**src/rtl/uart_rx_frontend.sv**
```systemverilog
// uart_rx_frontend: oversampling 8-bit UART receiver that validates frames and pushes good bytes into the receive FIFO
module uart_rx_frontend #(
  parameter int SYS_CLK_FREQ = 100000000,
  parameter int BAUD_RATE = 115200,
  parameter int OVERSAMPLE = 16,
  parameter bit PARITY_EN = 1'b0,
  parameter bit PARITY_ODD = 1'b0
) (
  input  logic       clk,
  input  logic       rst,
  input  logic       rx,
  input  logic       fifo_full,
  output logic       fifo_write,
  output logic [7:0] fifo_writedata,
  output logic       frame_err,
  output logic       parity_err,
  output logic       overrun_err,
  output logic       busy
);
  localparam int DIV_RAW = SYS_CLK_FREQ / (BAUD_RATE * OVERSAMPLE);
  localparam int DIV = DIV_RAW < 1 ? 1 : DIV_RAW;
  localparam int DW = DIV > 1 ? $clog2(DIV) : 1;
  localparam int SW = $clog2(OVERSAMPLE);
  localparam logic [SW-1:0] HALF_M1 = SW'(OVERSAMPLE / 2 - 1);
  localparam logic [SW-1:0] FULL_M1 = SW'(OVERSAMPLE - 1);
  typedef enum logic [2:0] {IDLE, START, DATA, PARITY, STOP, BRK} state_t;
  state_t state;
  logic rx_m, rx_s, tick, mid, full, par_bad;
  logic [DW-1:0] div_cnt;
  logic [SW-1:0] s_cnt;
  logic [2:0] bit_cnt;
  logic [7:0] shreg;
  assign tick = div_cnt == DW'(DIV - 1);
  assign mid = tick && s_cnt == HALF_M1;
  assign full = tick && s_cnt == FULL_M1;
  assign busy = state != IDLE;
  always_ff @(posedge clk) begin
    if (rst) begin
      state <= IDLE;
      rx_m <= 1'b1;
      rx_s <= 1'b1;
      div_cnt <= '0;
      s_cnt <= '0;
      bit_cnt <= '0;
      shreg <= '0;
      par_bad <= 1'b0;
      fifo_write <= 1'b0;
      fifo_writedata <= '0;
      frame_err <= 1'b0;
      parity_err <= 1'b0;
      overrun_err <= 1'b0;
    end else begin
      rx_m <= rx;
      rx_s <= rx_m;
      div_cnt <= tick ? '0 : div_cnt + DW'(1);
      fifo_write <= 1'b0;
      frame_err <= 1'b0;
      parity_err <= 1'b0;
      overrun_err <= 1'b0;
      if (tick && state != IDLE && state != BRK)
        s_cnt <= s_cnt + SW'(1);
      case (state)
        IDLE: if (!rx_s) begin
          s_cnt <= '0;
          par_bad <= 1'b0;
          state <= START;
        end
        START: if (mid) begin
          s_cnt <= '0;
          bit_cnt <= '0;
          state <= rx_s ? IDLE : DATA;
        end
        DATA: if (full) begin
          s_cnt <= '0;
          shreg <= {rx_s, shreg[7:1]};
          bit_cnt <= bit_cnt + 3'd1;
          if (bit_cnt == 3'd7)
            state <= PARITY_EN ? PARITY : STOP;
        end
        PARITY: if (full) begin
          s_cnt <= '0;
          par_bad <= (^shreg ^ PARITY_ODD) != rx_s;
          state <= STOP;
        end
        STOP: if (full) begin
          s_cnt <= '0;
          // leave at mid stop bit so a back-to-back start edge is not missed
          state <= rx_s ? IDLE : BRK;
          if (!rx_s)
            frame_err <= 1'b1;
          else if (par_bad)
            parity_err <= 1'b1;
          else if (fifo_full)
            overrun_err <= 1'b1;
          else begin
            fifo_write <= 1'b1;
            fifo_writedata <= shreg;
          end
        end
        BRK: if (rx_s) state <= IDLE;
        default: state <= IDLE;
      endcase
    end
  end
endmodule

```
**config.mk**
```make
export PLATFORM = sky130hd
export DESIGN_NAME = uart_rx_frontend
export DESIGN_NICKNAME = d
export VERILOG_FILES = /design/src/rtl/uart_rx_frontend.sv
export SDC_FILE = /design/constraint.sdc
export NUM_CORES = 1
export LEC_CHECK = 0
export ABC_AREA = 1
export CAP_MARGIN = 20
export CORE_MARGIN = 1
export CORE_UTILIZATION = 57
export CTS_BUF_LIST = sky130_fd_sc_hd__clkbuf_8 sky130_fd_sc_hd__clkbuf_16
export CTS_CLUSTER_DIAMETER = 60
export DETAILED_ROUTE_END_ITERATION = 16
export PLACE_DENSITY_LB_ADDON = 0.25
export SYNTH_ARGS = -nofsm -noshare
export SYNTH_HDL_FRONTEND = slang
export SYNTH_SLANG_ARGS = --single-unit
```
**constraint.sdc**
```tcl
create_clock -name clk -period 3.1 [get_ports clk]
set_input_delay 0.62 -clock clk [delete_from_list [all_inputs] [get_ports clk]]
set_output_delay 0.62 -clock clk [all_outputs]
set_load 0.03 [all_outputs]
```
==> run metrics, run 1 <==
number of failing setup endpoints in the final timing report=0; sequential area share after synthesis=0.4292; Wirelength per Cell=10.78 µm; final setup TNS=0 ns; Antenna diodes=0; number of buffers on the longest clock path=2; library cells used by synthesis=33; remaining global-route overflow=0; share of flip-flops with an asynchronous set or reset after synthesis=0; post-layout min period=approximately 2.4 ns; critical path data arrival time=1.77 ns; first-pass GRT wire length=~5300 µm; tightest slew margin relative to the limit=0.5932; Post-Syn Nets=242; final routed DRC violation total=0; critical path launch point type=register; Crit path largest cell delay=0.67 ns; Layout Area Growth over Synthesis=14.51%; cts repair resizes=0; EDFF count, synth=0; Die Footprint=3422 µm²; IO Pins=17; post-CTS setup buffer count=0; average via count per standard cell=between 4 and 5; worst-margin pin slew=0.6083 ns; clock insertion delay at the later pin of the skew report=0.29 ns; synthesized instance count=233; clock transition at the registers of the reported paths=approximately 0.070 ns; Post-synth top flop=sky130_fd_sc_hd__dfxtp_1; reg-to-reg slack, setup=1.29 ns; number of buffers inserted by port buffering=16; worst supply voltage drop on vdd=around 0.34 mV; total of fill cells in the finished design=between 200 and 300; # nets final=roughly 260; synthesized area=1819 µm²; starting density of the core=0.6008; maximum achievable frequency=418.9 MHz; data required time of the critical path=around 2.5 ns; Sequential cell area=around 780 µm²; area inside the core boundary=3028 µm²; count of antenna-violating nets left after detailed routing=0; largest net degree at the start of global routing=18; reported max-cap violation count=0; cell with the biggest individual delay on the critical path=sky130_fd_sc_hd__clkdlybuf4s50_1; CTS Buf Count=5; H-tree depth=2; minimum setup slack in the final design=0.7130 ns; detailed-routing iteration count for the pre-antenna-repair pass=4; number of sinks driven by the clock tree=39; ratio of total power to cell area=618.5 nW/µm²; outcome=completed; count of yosys warnings during synthesis=0; final hold violations=0; placed wire-length estimate=2301 µm; final slew viol count=0; ratio of cells with drive above 1 in the final layout=0.1265; vias=1,457; Setup Slack @ Placement=approximately 0.94 ns; CTS Root Cell=sky130_fd_sc_hd__clkbuf_8; violation count after the first detailed-routing iteration=just under 70; unrepaired setup endpoints after global routing=no; routability congestion estimate from global placement=~0.84; CP Max Fanout=6; number of buffers inserted by hold repair at cts=0; CTS tree=built; most used cell along the critical path=sky130_fd_sc_hd__inv_1; number of synthesized register bits=39; leakage component of the power=0.0008990 µW; via count of the first global-routing pass=1,243; worst hold path class=register to register; post-route clock period utilization=0.7700; cell row count=20; total wire length after detailed routing=3203 µm; y dimension of the die=58.50 µm; die extent in x=58.50 µm; number of antenna violations at the first check in global routing=0; area of combinational cells with multiple inputs=889.6 µm²; list of cells traversed by the critical path=inv_1 -> nand2_1 -> nor2_1 -> inv_1 -> clkdlybuf4s50_1; worst setup path category=register to primary output; Avg Synthesized Cell Area=between 7 and 8 µm²; gr usage total=0.2092; post-route clock skew=0.005815 ns; Setup crit end kind=primary output
-- critical path: cells and delay by family, from the launching register on --
| kind | cells | cell delay [ns] |
|---|---|---|
| simple gates | 2 | 0.16 |
| flops | 1 | 0.44 |
| buf+inv | 3 | 0.87 |
-- through the flow --
| stage | instance area [µm²] | hold slack (ns) | power [µW] | util | std cells |
|---|---|---|---|---|---|
| after CTS | 2083 | 0.4224 | 1300 | 0.6880 | 297 |
| after floorplan | 1819 | 0.3895 | 891.9 | - | 233 |
| final | 2083 | 0.4188 | 1288 | 0.6880 | 297 |
| after detailed placement | 2002 | 0.4010 | 979.0 | 0.6612 | 289 |
| after global routing | 2083 | 0.4382 | 1370 | 0.6880 | 297 |
| after global placement | 2002 | 0.4055 | 971.4 | 0.6612 | 289 |
-- state kept, by name (all words and copies together), names as in the netlist --
name and count:
rx_m 1, shreg 8, fifo_write 1, div_cnt 6, rx_s 1, frame_err 1, par_bad 1, state 3
overrun_err 1, parity_err 1, bit_cnt 3, s_cnt 4, fifo_writedata 8
-- layout make-up --
type,count,share of cell area
clock buffers,5,0.03303
multi-input cells,160,0.4270
flip-flops and latches,39,0.3748
repair buffers,17,0.08048
inverters,29,0.05225
clock inverters,3,0.006006
well taps,44,0.02643
-- placed cells by master (no fill, tap or decap), types with 5 or more instances in the layout --
| cell type | netlist | routed |
|---|---|---|
| sky130_fd_sc_hd__o21ai_0 | 18 | 18 |
| sky130_fd_sc_hd__a21oi_1 | 19 | 19 |
| sky130_fd_sc_hd__nand3_1 | 12 | 12 |
| sky130_fd_sc_hd__xor2_1 | 5 | 5 |
| sky130_fd_sc_hd__inv_1 | 26 | 28 |
| sky130_fd_sc_hd__nor2_1 | 28 | 28 |
| sky130_fd_sc_hd__nand2_1 | 40 | 40 |
| sky130_fd_sc_hd__ha_1 | 5 | 5 |
| sky130_fd_sc_hd__clkbuf_8 | 0 | 5 |
| sky130_fd_sc_hd__dfxtp_1 | 39 | 39 |
| sky130_fd_sc_hd__clkdlybuf4s50_1 | 0 | 16 |
-- path summary, 6_finish.rpt --
check,from,end,depth (start not counted)
setup / recovery,state[1],busy,5
hold / removal,rx_m,rx_s,1
setup reg to reg,div_cnt[0],fifo_writedata[1],7
hold reg to reg,rx_m,rx_s,1
-- report_power, final --
group | leakage [µW] | internal (µW) | switching [µW]
Sequential | 0.000316 | 529 | 37.7
Clock | 0.0000505 | 151 | 168
Combinational | 0.000533 | 144 | 258
Total | 0.000899 | 825 | 464
-- cells by family after synthesis --
group	count (synthesis)	share of synthesized area
xor+xnor	6	0.02889
flops	39	0.4292
compound gates	45	0.1424
fa+ha+maj	5	0.03439
mux	1	0.005502
simple gates	103	0.2779
buf+inv	34	0.08184
-- cell usage after synthesis, types with 4 or more instances --
| cell | instances | area share |
|---|---|---|
| sky130_fd_sc_hd__inv_1 | 26 | 0.054 |
| sky130_fd_sc_hd__dfxtp_1 | 39 | 0.43 |
| sky130_fd_sc_hd__xor2_1 | 5 | 0.024 |
| sky130_fd_sc_hd__ha_1 | 5 | 0.034 |
| sky130_fd_sc_hd__nand2_1 | 40 | 0.083 |
| sky130_fd_sc_hd__nand3_1 | 12 | 0.033 |
| sky130_fd_sc_hd__nor2_1 | 28 | 0.058 |
| sky130_fd_sc_hd__a21oi_1 | 19 | 0.052 |
| sky130_fd_sc_hd__nand2_2 | 4 | 0.014 |
| sky130_fd_sc_hd__o21ai_0 | 18 | 0.050 |
-- metal layers --
metal,track usage,share of wire
met3,0.05934,0.041
met5,0,0
met1,0.2649,0.48
met4,0.1020,0.015
met2,0.3284,0.46
No activity file was read; power rests on OpenSTA's default activity.
==> run 2, diff against run 1 <==
--- a/config.mk
+++ b/config.mk
@@ -8,7 +8,7 @@
 export ABC_AREA = 1
 export CAP_MARGIN = 20
 export CORE_MARGIN = 1
-export CORE_UTILIZATION = 57
+export CORE_UTILIZATION = 50
 export CTS_BUF_LIST = sky130_fd_sc_hd__clkbuf_8 sky130_fd_sc_hd__clkbuf_16
 export CTS_CLUSTER_DIAMETER = 60
 export DETAILED_ROUTE_END_ITERATION = 16
==> constraint.sdc (replaced) <==
create_clock -name clk -period 2.1 [get_ports clk]
set_input_delay 0.42 -clock clk [delete_from_list [all_inputs] [get_ports clk]]
set_output_delay 0.42 -clock clk [all_outputs]
set_load 0.03 [all_outputs]
==> run 2 against run 1 <==
Net effect: total power is 50% higher; clock skew is 0.0022 ns lower; highest routed layer unchanged; combinational power is 45% higher; final area is 1.4% higher; critical path type unchanged; sequential cell count stayed put; global-route usage is 2.7 points lower; largest cell class unchanged.
==> run metrics, run 2 (same netlist as run 1, synthesis figures left out) <==
number of failing setup endpoints in the final timing report=0 (unchanged); detailed-routing iteration count for the pre-antenna-repair pass=4 (unchanged); total wire length after detailed routing=3115 µm (-2.7%); worst-margin pin slew=0.4333 ns (-0.1749 ns); number of buffers inserted by port buffering=16 (unchanged); y dimension of the die=62.32 µm (+6.5%); number of sinks driven by the clock tree=39 (unchanged); final routed DRC violation total=0 (unchanged); leakage component of the power=0.0009126 µW (+1.5%); # nets final=264 (+1.1%); Antenna diodes=0 (unchanged); Wirelength per Cell=10.35 µm (-4.0%); final setup TNS=0 ns (unchanged); area inside the core boundary=3416 µm² (+13%); leading cell types in the layout, fill and taps excluded=sky130_fd_sc_hd__nand2_1, sky130_fd_sc_hd__dfxtp_1, sky130_fd_sc_hd__nor2_1; Layout Area Growth over Synthesis=16.16%; gr usage total=0.1817 (-0.02744); Crit path largest cell delay=0.44 ns (-0.23 ns); Clock Power Share=0.263 (+0.015); vias=1,464 (+0.48%); starting density of the core=0.5326 (-0.06823); critical path launch point type=register; unrepaired setup endpoints after global routing=no; clock insertion delay at the later pin of the skew report=0.29 ns (about the same); Setup crit end kind=primary output; Psw=685.1 µW (+48%); largest net degree at the start of global routing=18 (unchanged); count of antenna-violating nets left after detailed routing=0 (unchanged); IO Pins=17 (unchanged); ratio of cells with drive above 1 in the final layout=0.1412 (+0.01469); final hold violations=0 (unchanged); Sw Share=0.3556 (-0.004394); violation count after the first detailed-routing iteration=41 (-41%); critical path data arrival time=1.49 ns (-0.28 ns); data required time of the critical path=1.68 ns (-0.80 ns); CTS tree=built; worst supply voltage drop on vdd=0.4994 mV (+47%); cell with the biggest individual delay on the critical path=sky130_fd_sc_hd__dfxtp_1; number of antenna violations at the first check in global routing=0 (unchanged); list of cells traversed by the critical path=inv_1 -> nand2_1 -> nor2_1 -> inv_1 -> dlygate4sd2_1; total of fill cells in the finished design=317 (+13%); fraction of power consumed by combinational cells=0.302 (-0.010); CTS Buf Count=5 (unchanged); die extent in x=62.32 µm (+6.5%); Die Footprint=3884 µm² (+14%); remaining global-route overflow=0 (unchanged); worst hold path class=register to register; H-tree depth=2 (unchanged); average via count per standard cell=4.864 (-0.85%); CTS Root Cell=sky130_fd_sc_hd__clkbuf_8; maximum achievable frequency=523.9 MHz; post-detailed-placement cell area=2027 µm² (+1.2%); CP Max Fanout=6 (unchanged); P_int=1241 µW (+51%); routability congestion estimate from global placement=0.8203 (-2.6%); post-route clock skew=0.003607 ns (-0.002208 ns); worst setup path category=register to primary output; number of buffers on the longest clock path=2 (unchanged); ratio of total power to cell area=911.5 nW/µm² (+47%); most used cell along the critical path=sky130_fd_sc_hd__inv_1; number of buffers inserted by hold repair at cts=0 (unchanged); biggest registers after layout=fifo_writedata (8), shreg (8), div_cnt (6); reported max-cap violation count=0 (unchanged); post-route clock period utilization=0.9090; cell row count=21 (+5.0%); via count of the first global-routing pass=1,358 (+9.3%); final cell area excluding filler cells=2113 µm² (+1.4%); outcome=completed; post-layout min period=~1.9 ns; part of the total power dissipated in sequential elements=0.435 (-0.005); placed wire-length estimate=2251 µm (-2.2%); final slew viol count=0 (unchanged); first-pass GRT wire length=5540 µm (+4.4%); clock transition at the registers of the reported paths=0.07 ns (about the same); most frequent standard cell in the layout excluding fill and tap cells=sky130_fd_sc_hd__nand2_1; tightest slew margin relative to the limit=0.7092 (+0.1160)
run 2: cell types whose count changed in the layout (fill, tap and decap cells not counted):
cell                              before  now
sky130_fd_sc_hd__clkdlybuf4s50_1      16   15
sky130_fd_sc_hd__clkbuf_8              5    6
sky130_fd_sc_hd__buf_4                 1    4
sky130_fd_sc_hd__dlygate4sd2_1         0    1
sky130_fd_sc_hd__inv_1                28   26
run 2: power by group through the flow:
| stage | sequential (µW) | clock (µW) | combinational [µW] |
|---|---|---|---|
| 3_3_place_gp | 852 | 0 | 595 |
| 3_5_place_dp | 854 | 0 | 596 |
| 2_1_floorplan | 842 | 0 | 475 |
| 5_1_grt | 841 | 549 | 661 |
| 6_report | 838 | 507 | 582 |
| 4_1_cts | 836 | 517 | 586 |
run 2: area by class of cell:
type | instances | area [µm²] | share of cell area
multi-input cells | 160 | 889.6 | 0.4210
flip-flops and latches | 39 | 780.7 | 0.3694
repair buffers | 20 | 188.9 | 0.08940
inverters | 29 | 108.9 | 0.05151
clock buffers | 6 | 82.58 | 0.03908
well taps | 46 | 57.56 | 0.02724
clock inverters | 1 | 5.005 | 0.002368
run 2: metrics by stage:
stage | hold slack, ns | setup slack, ns | std cells | power [µW] | utilization
CTS | 0.4289 | 0.2009 | 301 | 1939 | 0.6187
global route | 0.4559 | 0.1327 | 301 | 2052 | 0.6187
detailed placement | 0.4014 | 0.2464 | 294 | 1450 | 0.5934
finish | 0.4298 | 0.1911 | 301 | 1926 | 0.6187
global placement | 0.4003 | 0.2810 | 294 | 1446 | 0.5934
floorplan | 0.3895 | 0.6614 | 233 | 1317 | -
run 2: final timing paths:
path                   start  slack, ns          to  cells after the start
setup / recovery    state[1]       0.19        busy                      5
hold / removal          rx_m       0.43        rx_s                      1
setup reg to reg  div_cnt[0]       0.37  bit_cnt[1]                      9
hold reg to reg         rx_m       0.43        rx_s                      1
run 2: what timing repair did:
action                                  in CTS  in global routing
endpoints found under the setup margin       1                  0
setup buffers                                0                  0
resized for setup                            1                  0
run 2: routing by layer:
layer,vias to the layer above,track usage,share of wire
met5,-,0,0
met4,0,0.08721,0.025
met3,8,0.05147,0.034
met2,21,0.3104,0.44
met1,643,0.2078,0.50
li1,792,-,-
run 2: critical path: cells and delay by family, from the launching register on:
family | cells | cell delay, ns
AND/OR/NAND/NOR | 2 | 0.17
buffers and inverters | 3 | 0.59
flip-flops | 1 | 0.44
==> run 3, diff against run 2 <==
--- a/config.mk
+++ b/config.mk
@@ -12,6 +12,7 @@
 export CTS_BUF_LIST = sky130_fd_sc_hd__clkbuf_8 sky130_fd_sc_hd__clkbuf_16
 export CTS_CLUSTER_DIAMETER = 60
 export DETAILED_ROUTE_END_ITERATION = 16
+export GPL_TIMING_DRIVEN = 0
 export PLACE_DENSITY_LB_ADDON = 0.25
 export SYNTH_ARGS = -nofsm -noshare
 export SYNTH_HDL_FRONTEND = slang
==> run 3 against run 2 <==
Net effect: critical path depth unchanged; first-iteration DRC count up 39%; sequential share of layout area shrank 0.17 points; global-route usage grew 1.7 points; combinational power shrank 0.7%; sequential power hardly changed; worst hold slack worse by 0.012 ns; clock skew increased by 0.0017 ns; critical path type unchanged; critical endpoint unchanged; highest routed layer unchanged.
==> run metrics, run 3 (same netlist as run 1, synthesis figures left out) <==
outcome=completed; CTS Buf Count=5 (unchanged); reg-to-reg slack, setup=0.44 ns (+0.07 ns); ratio of cells with drive above 1 in the final layout=0.1406 (-0.0005515); Layout Area Growth over Synthesis=16.71%; placed wire-length estimate=2397 µm (+6.5%); post-layout min period=1.924 ns (+0.01468 ns); post-route clock period utilization=0.9160 (+0.006990); final routed DRC violation total=0 (unchanged); worst-margin pin slew=0.4205 ns (-0.01282 ns); Post-Place Cells=295 (+0.34%); number of buffers on the longest clock path=2 (unchanged); reported max-cap violation count=0 (unchanged); Clock Power Share=0.262 (about the same); part of the total power dissipated in sequential elements=0.436 (about the same); critical path launch point type=register; # nets final=265 (+0.38%); Setup crit end kind=primary output; area inside the core boundary=3416 µm² (unchanged); number of antenna violations at the first check in global routing=0 (unchanged); CTS Root Cell=sky130_fd_sc_hd__clkbuf_8; count of antenna-violating nets left after detailed routing=0 (unchanged); post-route core utilization=0.6216 (+0.002931); worst hold path class=register to register; r2r startpoint=div_cnt[0]; gr usage total=0.1988 (+0.01704); y dimension of the die=62.32 µm (unchanged); data required time of the critical path=1.68 ns (about the same); average via count per standard cell=4.887 (+0.49%); ratio of total power to cell area=901.7 nW/µm² (-1.1%); biggest registers after layout=fifo_writedata (8), shreg (8), div_cnt (6); starting density of the core=0.5326 (unchanged); post-layout instance count excluding filler cells=302 (+0.33%); Die Footprint=3884 µm² (unchanged); violation count after the first detailed-routing iteration=57 (+39%); Antenna diodes=0 (unchanged); leakage component of the power=0.0009124 µW (about the same); clock insertion delay at the later pin of the skew report=0.29 ns (about the same); tightest slew margin relative to the limit=0.7178 (+0.008605); first-pass GRT wire length=5954 µm (+7.5%); worst-case hold path end point=rx_s; maximum achievable frequency=519.9 MHz (-0.76%); fraction of power consumed by combinational cells=0.302 (about the same); hold wc startpoint=rx_m; total wire length after detailed routing=3261 µm (+4.7%); CP Max Fanout=6 (unchanged); critical path data arrival time=1.50 ns (about the same); Setup Slack @ Placement=0.1749 ns (-0.07149 ns); final slew viol count=0 (unchanged); CTS tree=built; Psw=673.5 µW (-1.7%); final hold slack=0.4177 ns (-0.01217 ns); Sw Share=0.3517 (-0.003903); vias=1,476 (+0.82%); routability congestion estimate from global placement=0.8409 (+2.5%); worst setup path category=register to primary output; Wirelength per Cell=10.80 µm (+4.3%); final setup TNS=0 ns (unchanged); most frequent standard cell in the layout excluding fill and tap cells=sky130_fd_sc_hd__nand2_1; minimum setup slack in the final design=0.1764 ns (-0.01468 ns); IO Pins=17 (unchanged); worst hold path cell count=1 (unchanged); worst supply voltage drop on vdd=0.5139 mV (+2.9%); unrepaired setup endpoints after global routing=no; P_int=1241 µW (about the same); H-tree depth=2 (unchanged); die extent in x=62.32 µm (unchanged); largest net degree at the start of global routing=12 (-6); remaining global-route overflow=0 (unchanged); leading cell types in the layout, fill and taps excluded=sky130_fd_sc_hd__nand2_1, sky130_fd_sc_hd__dfxtp_1, sky130_fd_sc_hd__nor2_1; worst reg2reg path depth=8 (-1); detailed-routing iteration count for the pre-antenna-repair pass=4 (unchanged); post-CTS setup buffer count=0 (unchanged); via count of the first global-routing pass=1,424 (+4.9%); post-route clock skew=0.005304 ns (+0.001697 ns); cell row count=21 (unchanged); number of failing setup endpoints in the final timing report=0 (unchanged); number of sinks driven by the clock tree=39 (unchanged); number of buffers inserted by port buffering=16 (unchanged); final hold violations=0 (unchanged); clock transition at the registers of the reported paths=0.07 ns (about the same); critical register-to-register path endpoint=fifo_writedata[2]
run 3: metrics by stage:
step	total power, µW	area, µm²
2_1_floorplan	1317	1819
3_3_place_gp	1439	2037
3_5_place_dp	1447	2037
4_1_cts	1941	2123
5_1_grt	2053	2123
6_report	1915	2123
run 3: area by class of cell:
type	instances	area (µm²)
Clock buffer	6	82.58
Fill cell	330	1292
Sequential cell	39	780.7
Inverter	29	108.9
Timing Repair Buffer	16	158.9
Clock inverter	1	5.005
Buffer	5	40.04
Multi-Input combinational cell	160	889.6
Tap cell	46	57.56
run 3: what timing repair did:
action | in CTS | in global routing
hold endpoints to repair | 0 | 0
hold buffers | 0 | 0
setup endpoints to repair | 1 | 0
gates resized for setup | 1 | 0
run 3: critical path, stage by stage (launching register included):
cell	delay, ns
sky130_fd_sc_hd__dfxtp_1	0.45
sky130_fd_sc_hd__inv_1	0.09
sky130_fd_sc_hd__nand2_1	0.09
sky130_fd_sc_hd__nor2_1	0.07
sky130_fd_sc_hd__inv_1	0.12
sky130_fd_sc_hd__dlygate4sd2_1	0.41
run 3: worst max-delay path by stage:
stage               depth (start not counted)       start                 to
CTS                                         5    state[1]               busy
global route                                5    state[1]               busy
global placement                            5         rst           shreg[0]
detailed placement                          5         rst           shreg[0]
finish                                      5    state[1]               busy
floorplan                                   8  div_cnt[0]  fifo_writedata[2]
run 3: routing by layer:
layer / vias to the layer above / global-route usage / share of wire
met3: 7 / 0.07353 / 0.053
met1: 645 / 0.2279 / 0.48
met5: - / 0 / 0
li1: 801 / - / -
met2: 23 / 0.3297 / 0.45
met4: 0 / 0.08721 / 0.020
run 3: power groups by stage:
stage	Clock [µW]	Sequential (µW)	Combinational [µW]
2_1_floorplan	0	842	475
3_3_place_gp	0	852	587
3_5_place_dp	0	851	596
4_1_cts	523	834	585
5_1_grt	550	844	660
6_report	501	835	578
